--- src/rtl/ipv4_field_extract_pkg.sv ---
// Stream beat type shared by the IPv4 field extractor and its users.
package ipv4_field_extract_pkg;
    localparam int DATA_W = 32;

    typedef struct packed {
        logic [DATA_W-1:0] data;
        logic              valid;
        logic              sop;
        logic              eop;
    } avln_st;
endpackage

--- src/rtl/ipv4_field_extract.sv ---
// Walks Ethernet (optionally VLAN-tagged) framing to an IPv4 header and captures
// a parameterised set of header fields, with per-packet event counters.
module ipv4_field_extract
    import ipv4_field_extract_pkg::*;
#(
    parameter int N_FIELDS                = 2,
    parameter int FIELD_W                 = 16,
    parameter int FIELD_WORD [N_FIELDS]   = '{1, 2},
    parameter int FIELD_OFS  [N_FIELDS]   = '{0, 0},
    parameter int FIELD_SIZE [N_FIELDS]   = '{16, 8},
    parameter int MAX_VLAN_TAGS           = 2,
    parameter int CHECK_VERSION           = 1
) (
    input  logic                         sys_clk,
    input  logic                         reset_n,
    input  avln_st                       in,
    output logic [N_FIELDS*FIELD_W-1:0]  fields,
    output logic                         fields_valid,
    output logic                         ipv4_start,
    output logic                         truncated,
    output logic [31:0]                  ipv4_count,
    output logic [31:0]                  trunc_count,
    output logic [31:0]                  nonip_count
);
    localparam int W = DATA_W;

    function automatic int max_field_word();
        int m = 0;
        for (int i = 0; i < N_FIELDS; i++)
            if (FIELD_WORD[i] > m) m = FIELD_WORD[i];
        return m;
    endfunction

    localparam int LAST_WORD = max_field_word();

    function automatic logic [31:0] sat_inc(input logic [31:0] c, input logic en);
        return (en && c != 32'hFFFF_FFFF) ? c + 32'd1 : c;
    endfunction

    typedef enum logic [1:0] {IDLE, ETH, HDR, DONE} state_t;

    state_t      state, state_next;
    logic [2:0]  word_cnt, word_next;
    logic [1:0]  tag_cnt, tag_next;
    logic [3:0]  hdr_cnt, hdr_next;
    logic        ipv4_hit, fv_hit, trunc_hit, nonip_hit, cap_en;
    logic [15:0] ethertype;
    logic        is_vlan, eth_word, bad_version;
    logic [FIELD_W-1:0] cap_val [N_FIELDS];

    assign ethertype   = in.data[15:0];
    assign is_vlan     = ethertype inside {16'h8100, 16'h88A8, 16'h9100};
    assign eth_word    = (word_cnt == 3'd3 + 3'(tag_cnt));
    assign bad_version = (CHECK_VERSION != 0) && (in.data[W-1 -: 4] != 4'd4);

    // Each field slice is fixed at elaboration, so extraction is pure wiring.
    for (genvar g = 0; g < N_FIELDS; g++) begin : g_cap
        assign cap_val[g] = FIELD_W'(in.data[W-1-FIELD_OFS[g] -: FIELD_SIZE[g]]);
    end

    always_ff @(posedge sys_clk or negedge reset_n) begin
        if (!reset_n) begin
            state    <= IDLE;
            word_cnt <= '0;
            tag_cnt  <= '0;
            hdr_cnt  <= '0;
        end else begin
            // NOTE: sequential state uses non-blocking assignments so every register samples pre-edge values.
            state    <= state_next;
            word_cnt <= word_next;
            tag_cnt  <= tag_next;
            hdr_cnt  <= hdr_next;
        end
    end

    always_comb begin
        // NOTE: every output gets a default first so no path leaves a latch behind.
        state_next = state;
        word_next  = word_cnt;
        tag_next   = tag_cnt;
        hdr_next   = hdr_cnt;
        ipv4_hit   = 1'b0;
        fv_hit     = 1'b0;
        trunc_hit  = 1'b0;
        nonip_hit  = 1'b0;
        cap_en     = 1'b0;
        if (in.valid) begin
            if (in.sop) begin
                word_next = 3'd1;
                tag_next  = '0;
                hdr_next  = '0;
                trunc_hit = (state == HDR);
                if (in.eop) begin
                    nonip_hit  = 1'b1;
                    state_next = IDLE;
                end else begin
                    state_next = ETH;
                end
            end else begin
                unique case (state)
                    IDLE: ;
                    ETH: begin
                        if (!eth_word) begin
                            word_next = word_cnt + 3'd1;
                            if (in.eop) begin
                                nonip_hit  = 1'b1;
                                state_next = IDLE;
                            end
                        end else if (ethertype == 16'h0800) begin
                            ipv4_hit   = 1'b1;
                            hdr_next   = '0;
                            trunc_hit  = in.eop;
                            state_next = in.eop ? IDLE : HDR;
                        end else if (is_vlan && int'(tag_cnt) < MAX_VLAN_TAGS && !in.eop) begin
                            tag_next  = tag_cnt + 2'd1;
                            word_next = word_cnt + 3'd1;
                        end else begin
                            nonip_hit  = 1'b1;
                            state_next = in.eop ? IDLE : DONE;
                        end
                    end
                    HDR: begin
                        if (hdr_cnt == 4'd0 && bad_version) begin
                            nonip_hit  = 1'b1;
                            state_next = in.eop ? IDLE : DONE;
                        end else begin
                            cap_en = 1'b1;
                            if (hdr_cnt == 4'(LAST_WORD)) begin
                                fv_hit     = 1'b1;
                                state_next = in.eop ? IDLE : DONE;
                            end else if (in.eop) begin
                                trunc_hit  = 1'b1;
                                state_next = IDLE;
                            end else begin
                                hdr_next = hdr_cnt + 4'd1;
                            end
                        end
                    end
                    DONE: if (in.eop) state_next = IDLE;
                    default: state_next = IDLE;
                endcase
            end
        end
    end

    always_ff @(posedge sys_clk or negedge reset_n) begin
        if (!reset_n) begin
            fields       <= '0;
            fields_valid <= 1'b0;
            ipv4_start   <= 1'b0;
            truncated    <= 1'b0;
            ipv4_count   <= '0;
            trunc_count  <= '0;
            nonip_count  <= '0;
        end else begin
            fields_valid <= fv_hit;
            ipv4_start   <= ipv4_hit;
            truncated    <= trunc_hit;
            ipv4_count   <= sat_inc(ipv4_count, ipv4_hit);
            trunc_count  <= sat_inc(trunc_count, trunc_hit);
            nonip_count  <= sat_inc(nonip_count, nonip_hit);
            for (int i = 0; i < N_FIELDS; i++)
                if (cap_en && int'(hdr_cnt) == FIELD_WORD[i])
                    fields[i*FIELD_W +: FIELD_W] <= cap_val[i];
        end
    end
endmodule
--- config.mk ---
export PLATFORM = sky130hd
export DESIGN_NAME = ipv4_field_extract
export DESIGN_NICKNAME = d
export VERILOG_FILES = /design/src/rtl/ipv4_field_extract_pkg.sv /design/src/rtl/ipv4_field_extract.sv
export SDC_FILE = /design/constraint.sdc
export NUM_CORES = 1
export LEC_CHECK = 0
export CAP_MARGIN = 25
export CORE_MARGIN = 3
export CORE_UTILIZATION = 30
export CTS_CLUSTER_DIAMETER = 120
export DETAILED_ROUTE_END_ITERATION = 8
export SYNTH_ARGS = -nofsm -noshare
export SYNTH_HDL_FRONTEND = slang
export SYNTH_SLANG_ARGS = --single-unit
--- constraint.sdc ---
create_clock -name sys_clk -period 6.15 [get_ports sys_clk]
set_clock_uncertainty 0.2 [all_clocks]
set_input_delay 0.615 -clock sys_clk [delete_from_list [all_inputs] [get_ports sys_clk]]
set_output_delay 0.615 -clock sys_clk [all_outputs]
set_load 0.1 [all_outputs]
==> results of run 1 <==
final timing paths:
check | from | endpoint | depth (start not counted)
worst max-delay path | in[1] | nonip_count[10] | 8
worst min-delay path | nonip_count[7] | nonip_count[7] | 1
min in group asynchronous | reset_n | fields[18] | 2
worst min register to register | nonip_count[7] | nonip_count[7] | 1
worst max register to register | nonip_count[13] | nonip_count[1] | 5
max in group asynchronous | reset_n | hdr_cnt[0] | 4
cell usage in the layout (no fill, tap or decap), drive strengths merged, types with 22 or more instances in the layout:
cell type      count
nand2             48
inv               22
nor2              35
dfrtp            134
mux2              27
xnor2             63
nand3             45
nand4             22
xor2              32
and3              29
clkdlybuf4s50    158
sequential cells by signal, indices dropped and copies added (netlist names):
| name | count |
|---|---|
| nonip_count | 32 |
| ipv4_count | 32 |
| fields | 24 |
| trunc_count | 32 |
| word_cnt | 3 |
| tag_cnt | 2 |
| truncated | 1 |
| fields_valid | 1 |
| hdr_cnt | 4 |
| ipv4_start | 1 |
| state | 2 |
metal layers:
| metal | vias up | global-route usage | part of all wire |
|---|---|---|---|
| li1 | 2385 | - | - |
| met1 | 2480 | 0.178 | 0.46 |
| met2 | 107 | 0.217 | 0.49 |
| met3 | 11 | 0.0363 | 0.045 |
| met4 | 0 | 0.0332 | 0.0082 |
| met5 | - | 0 | 0 |
report_power, final:
part	internal (uW)	leakage (uW)	switching, uW
Combinational	170	0.00181	431
Clock	703	0.000304	384
Sequential	930	0.00183	59.4
Total	1800	0.00394	875
final cells by class:
cell class	count	area (um^2)
Timing Repair Buffer	162	1640
Tap cell	275	344
Inverter	20	75.1
Clock inverter	11	171
Multi-Input combinational cell	422	3010
Sequential cell	134	3350
Fill cell	2033	12200
Clock buffer	21	460
kinds of logic (layout without fill, tap and decap cells):
group,Yosys count,after routing,synth area share
compound gates,46,46,0.0554
xor+xnor,95,95,0.127
fa+ha+maj,12,12,0.0229
buf+inv,42,214,0.0350
flops,134,134,0.510
mux,27,27,0.0463
other cells,1,8,0.000571
simple gates,234,234,0.203
critical path: cells and delay by family:
kind	cells	cell delay, ns
and+or+nand+nor	2	0.69
xor gates and xnor gates	1	0.17
AOI/OAI and AO/OA	3	0.86
buffers and inverters	2	0.89
through the flow:
stage	cells	setup slack (ns)
finish	1045	3.04
floorplan	598	3.03
global placement	1011	2.68
detailed placement	1011	2.59
CTS	1044	3.01
global route	1045	2.79
==> results.cfg, run 1 <==
[logic_synthesis]
ys_types = 60
synthesis.area_um2 = 6570
syn_inst = 591
synth_top_flop_cell = dfrtp_1
synthArstFlopShare = 1.00
ys.warnings.count = 0
synth_top_area_cell = dfrtp_1
synth.top_cells.by_area = dfrtp_1 51%, xnor2_1 8.4%, mux2_2 4.5%
synth_top_area_frac = 0.510
yosysMostFrequentCell = dfrtp_1
yosysSeqAreaShare = 0.510
synth_common_cells = 134 x dfrtp_1, 63 x xnor2_1, 47 x nand2_1
synth_edf_count = 0
synth.avg_cell_area_um2 = 11.1
synth_seq_cells = 134

[critical_path]
path_cells = clkdlybuf4s50_1 -> nand3b_1 -> inv_1 -> o211ai_1 -> o31ai_4 -> o31ai_4 -> nor4_1 -> xor2_1
cp-end-kind = flop
crit_top_cell = o31ai_4
cp_slowest_cell = clkdlybuf4s50_1
rrSetupSlack_ns = 3.06
cpPeakStageDelay_ns = 0.72
arrival_ns = 3.24
critPathKind = in -> reg
cp.required_ns = 6.28
cp_max_fo = 21
startpoint_type = primary input

[clocking]
cts-root-buf = clkbuf_16
numClockSinks = 134
postCtsResizedCells = 0
clk_latency_ns = 0.41
cts_inserted_buffers = 17
cts_tree = done
cts_hold_buffers = 1
clk_pin_slew_ns = 0.06
cts_max_level = 4
cts_max_path_buffers = 2
postCtsSetupBuffers = 0

[die]
row_count = 53
start_util = 0.309
chipWidth_um = 154
die-area_um2 = 23700
io_pins = 168
core-area_um2 = 21300
fp.dieH_um = 154

[pwr]
power_density_nw_per_um2 = 296
power_uw = 2680
p_leak_uw = 0.00394
irDropWorstVdd_uv = 188

[sta]
finalSetupTns_ns = 0
hold-worst-slack_ns = 0.285
rsz0062_at_grt = no
setup_viol = 0
fmax_mhz = 322
layout_min_cycle_time_ns = 3.11
finalHoldViolCount = 0
period_share = 0.505
slew_violations = 0
worstMarginPinSlew_ns = 1.03
slew_headroom = 0.308

[route]
final_antenna_net_count = 0
wl_per_cell_um = 14.8
via_count = 4983
drtPass1Iterations = 4
drc = 0
routed_wl_um = 15500
drt-initial-drc-count = 240
via_per_inst = 4.77

[global_route]
grt.total_usage = 0.133
grt_max_degree = 78
overflow = 0
grt_pass1_wl_um = 26000
grt_pass1_vias = 4907
antenna_found_initial = 0

[placed_design]
postPlaceCellArea_um2 = 8380
gp_congestion = 0.777
dp_hpwl_um = 11200
place.port_buffers = 159

[finish]
postLayoutCoreUtil = 0.425
syn2layout_area_growth_pct = 37.8
n_antenna_cell = 0
drive_above_1_share = 0.106
fin_area_um2 = 9050
nNetsFinal = 806

[min_path]
holdCritPathClass = reg -> reg

[job]
drv_cap = 0

[outcome]
status = finished, final reports clean
Power figures use the tool's default switching activity.
==> run 2: changes to the inputs <==
- clock period: 6.15 -> 2.6 ns (I/O delays scaled with it)
==> run 2 against run 1 <==
  * Final area rose by 6.3%
  * Largest cell class unchanged
  * Sequential share of layout area fell by 1.3 points
  * Utilization grew 2.7 points
  * Critical path depth increased by 2
==> results.cfg, run 2 (synthesis results as in run 1) <==
[outcome]
status = finished, final reports clean

[sta]
slew_violations = 0
fmax_mhz = 395
finalHoldViolCount = 0
slew_headroom = 0.552
rsz0062_at_grt = yes
worstMarginPinSlew_ns = 0.672
fin_ws_ns = 0.0692
layout_min_cycle_time_ns = 2.53
hold-worst-slack_ns = 0.208
period_share = 0.973
setup_viol = 0

[pwr]
comb_power_share = 0.271
power_density_nw_per_um2 = 664
switchingPower_uw = 2160
clockPowerShare = 0.369
p_int_uw = 4230
p_leak_uw = 0.00454
switching_share = 0.338
seqPwrFrac = 0.359
irDropWorstVdd_uv = 436

[clocking]
clk_pin_slew_ns = 0.06
cts_max_path_buffers = 2
clk_latency_ns = 0.43
cts_max_level = 4
cts_inserted_buffers = 17
cts-root-buf = clkbuf_16
numClockSinks = 134
cts_tree = done

[placed_design]
dp_slack_ns = -0.137
place.port_buffers = 159
postPlaceCellArea_um2 = 8860
gp_congestion = 0.808
dp_hpwl_um = 12300

[die]
die-area_um2 = 23700
io_pins = 168
chipWidth_um = 154
fp.dieH_um = 154
row_count = 53
core-area_um2 = 21300
start_util = 0.309

[min_path]
holdCritPathClass = in -> async

[global_route]
grt.total_usage = 0.140
grt_pass1_vias = 5389
overflow = 0
antenna_found_initial = 0
grt_pass1_wl_um = 27200
grt_max_degree = 67

[critical_path]
cp.required_ns = 2.70
crit_end = nonip_count[1]
crit-reg2reg-launch = tag_cnt[1]
arrival_ns = 2.63
reg2regPathDepth = 10
cp-end-kind = flop
cp_max_fo = 5
r2r_end = nonip_count[1]
critPathKind = reg -> reg
rrSetupSlack_ns = 0.07
startpoint_type = flop
crit_path_start = tag_cnt[1]

[route]
drt-initial-drc-count = 182
via_count = 5270
wl_per_cell_um = 14.7
routed_wl_um = 16700
drtPass1Iterations = 4
drc = 0
via_per_inst = 4.64
final_antenna_net_count = 0

[finish]
n_antenna_cell = 0
layout_common_cells = 206 x buf_4, 76 x dfrtp_1, 63 x xnor2_1
nNetsFinal = 897
syn2layout_area_growth_pct = 46.5
drive_above_1_share = 0.426
fin_area_um2 = 9630
final_common_cell = buf_4
reg_top3 = ipv4_count x32, nonip_count x32, trunc_count x32

[job]
drv_cap = 0
## run 2: worst max-delay path, stage by stage (launching register included)
cell,delay [ns]
dfrtp_1,0.34
inv_1,0.06
ha_4,0.28
xor2_2,0.17
and3_4,0.21
o211ai_1,0.17
o31ai_4,0.28
buf_6,0.16
buf_6,0.12
o31ai_4,0.10
mux2_4,0.32
## run 2: final cells by class
cell class              instances  area, um^2
fillers                      2035       11700
flip-flops and latches        134        3440
multi-input cells             425        3150
repair buffers                250        2040
clock buffers                  20         447
well taps                     275         344
clock inverters                12         131
inverters                      20        75.1
## run 2: how the worst min path moves through the flow
stage                       start        endpoint  cells past startpoint
after floorplan           reset_n       fields[0]                      0
after global placement    reset_n  ipv4_count[23]                      1
after detailed placement  reset_n  ipv4_count[23]                      1
after CTS                 reset_n  ipv4_count[25]                      2
after global routing       in[20]       fields[1]                      2
final                     reset_n  ipv4_count[25]                      2
## run 2: per-layer routing
| metal | wire length, um | up-vias | track usage |
|---|---|---|---|
| met1 | 7460 | 2565 | 0.178 |
| met5 | 0 | - | 0 |
| li1 | - | 2588 | - |
| met4 | 134 | 0 | 0.0437 |
| met2 | 8290 | 105 | 0.231 |
| met3 | 821 | 12 | 0.0391 |
## run 2: metrics by stage
step                std cells  TNS [ns]   util  total power [uW]
finish                   1136         0  0.452              6400
global route             1136    -0.694  0.452              6720
CTS                      1129   -0.0654  0.444              6420
detailed placement       1096     -4.84  0.416              4000
global placement         1096     -3.58  0.416              3990
floorplan                 598   -0.0726      -              3440
## run 2: what timing repair did
action                                 CTS  global route
endpoints found under the hold margin   63             0
gates cloned                             0             3
resized for setup                        0            19
buffers inserted                         0             5
pin swaps                                2             9
hold buffers                             1             0
setup endpoints to repair               21            75
## run 2: power by group through the flow
stage	logic (uW)	registers [uW]	clock network (uW)
after detailed placement	1670	2330	0
after global routing	1870	2320	2540
after global placement	1660	2320	0
after floorplan	552	2890	0
final	1740	2300	2360
after CTS	1670	2290	2460
==> run 3: changes to the inputs <==
- PLACE_DENSITY: default -> 0.59
==> run 3 against run 2 <==
  * The run now ends with setup timing left
  * Power increased by 1.2%
  * Largest power group unchanged
  * Combinational power about the same
  * Count of clock-buffer cells in the layout increased by 1
==> results.cfg, run 3 (synthesis results as in run 1) <==
[outcome]
status = complete, but fails checks
violations = setup timing

[finish]
drive_above_1_share = 0.426
syn2layout_area_growth_pct = 46.3
nNetsFinal = 884
postLayoutCoreUtil = 0.451
reg_top3 = ipv4_count x32, nonip_count x32, trunc_count x32
n_antenna_cell = 0
layout_common_cells = 192 x buf_4, 76 x dfrtp_1, 63 x xnor2_1
final_cells = 1123
final_common_cell = buf_4

[critical_path]
cp_max_fo = 6
path_cells = inv_2 -> ha_4 -> xor2_4 -> and3_2 -> o211ai_1 -> buf_4 -> o31a_1 -> nor3_4 -> nand4_1 -> xnor2_1
rrSetupSlack_ns = -0.01
reg2regPathDepth = 10
arrival_ns = 2.71
startpoint_type = flop
cp-end-kind = flop
critPathKind = reg -> reg
r2r_end = nonip_count[20]
cpPeakStageDelay_ns = 0.35
cp_slowest_cell = dfrtp_1
cp.required_ns = 2.70
crit-reg2reg-launch = tag_cnt[0]

[route]
wl_per_cell_um = 14.7
drt-initial-drc-count = 156
routed_wl_um = 16500
via_count = 5236
via_per_inst = 4.66
final_antenna_net_count = 0
drc = 0
drtPass1Iterations = 5

[global_route]
grt.total_usage = 0.138
antenna_found_initial = 0
overflow = 0
grt_max_degree = 64
grt_pass1_vias = 5197
grt_pass1_wl_um = 26800

[sta]
setup_viol = 1
hold-worst-slack_ns = 0.191
fin_ws_ns = -0.0146
slew_headroom = 0.591
rsz0062_at_grt = yes
fmax_mhz = 382
slew_violations = 0
worstMarginPinSlew_ns = 0.613
layout_min_cycle_time_ns = 2.61
period_share = 1.01
finalHoldViolCount = 0

[clocking]
cts-root-buf = clkbuf_16
cts_inserted_buffers = 17
numClockSinks = 134
cts_tree = done
clk_pin_slew_ns = 0.06
clk_latency_ns = 0.41
cts_max_level = 4
cts_max_path_buffers = 2

[die]
io_pins = 168
chipWidth_um = 154
row_count = 53
fp.dieH_um = 154
core-area_um2 = 21300
die-area_um2 = 23700
start_util = 0.309

[placed_design]
place.port_buffers = 159
dp_hpwl_um = 12100
gp_congestion = 0.776
dp_cells = 1077
dp_slack_ns = -0.307

[pwr]
p_leak_uw = 0.00455
power_uw = 6470
irDropWorstVdd_uv = 456
power_density_nw_per_um2 = 674

[min_path]
holdCritPathClass = in -> async

[job]
drv_cap = 0
## run 3: timing repair
item / 4_1_cts / 5_1_grt
hold buffers: 1 / 0
setup endpoints to repair: 38 / 70
resized for setup: 9 / 29
hold endpoints to repair: 60 / 0
pin swaps: 6 / 22
buffers inserted: 4 / 8
gates cloned: 0 / 1
## run 3: worst max-delay path by stage
| stage | from | to | slack [ns] |
|---|---|---|---|
| after floorplan | nonip_count[13] | nonip_count[1] | -0.07 |
| after global placement | in[14] | nonip_count[20] | -0.29 |
| after detailed placement | in[14] | nonip_count[20] | -0.31 |
| after CTS | tag_cnt[0] | nonip_count[23] | 0.002 |
| after global routing | tag_cnt[0] | nonip_count[27] | -0.14 |
| final | tag_cnt[0] | nonip_count[20] | -0.01 |
## run 3: metal layers
metal  wire length (um)  track usage  vias up
met5                  0            0        -
met4                140       0.0324        0
met3                843       0.0450       10
met2               7840        0.219      105
met1               7640        0.184     2572
li1                   -            -     2549
## run 3: per-stage QoR
| stage | setup TNS, ns | cell area [um^2] |
|---|---|---|
| 6_report | -0.0146 | 9610 |
| 5_1_grt | -4.27 | 9610 |
| 4_1_cts | 0 | 9390 |
| 3_5_place_dp | -6.35 | 8710 |
| 3_3_place_gp | -5.37 | 8710 |
| 2_1_floorplan | -0.0726 | 6680 |
## run 3: critical path: cells and delay by family, from the launching register on
kind / cells / cell delay (ns)
adder cells (fa/ha/maj): 1 / 0.29
buffers and inverters: 2 / 0.21
XOR/XNOR: 2 / 0.32
flip-flops: 1 / 0.35
AND/OR/NAND/NOR: 3 / 0.69
AO/OA/AOI/OAI: 2 / 0.43
## run 3: cell type report
cell class,instances,area (um^2)
Fill cell,2033,11700
Sequential cell,134,3440
Multi-Input combinational cell,422,3190
Timing Repair Buffer,240,1970
Clock buffer,21,460
Tap cell,275,344
Clock inverter,11,125
Inverter,20,75.1
## run 3: power by group
part | leakage (uW) | internal [uW] | switching [uW]
combinational | 0.00253 | 599 | 1140
clock | 0.000283 | 1470 | 954
sequential | 0.00174 | 2210 | 112
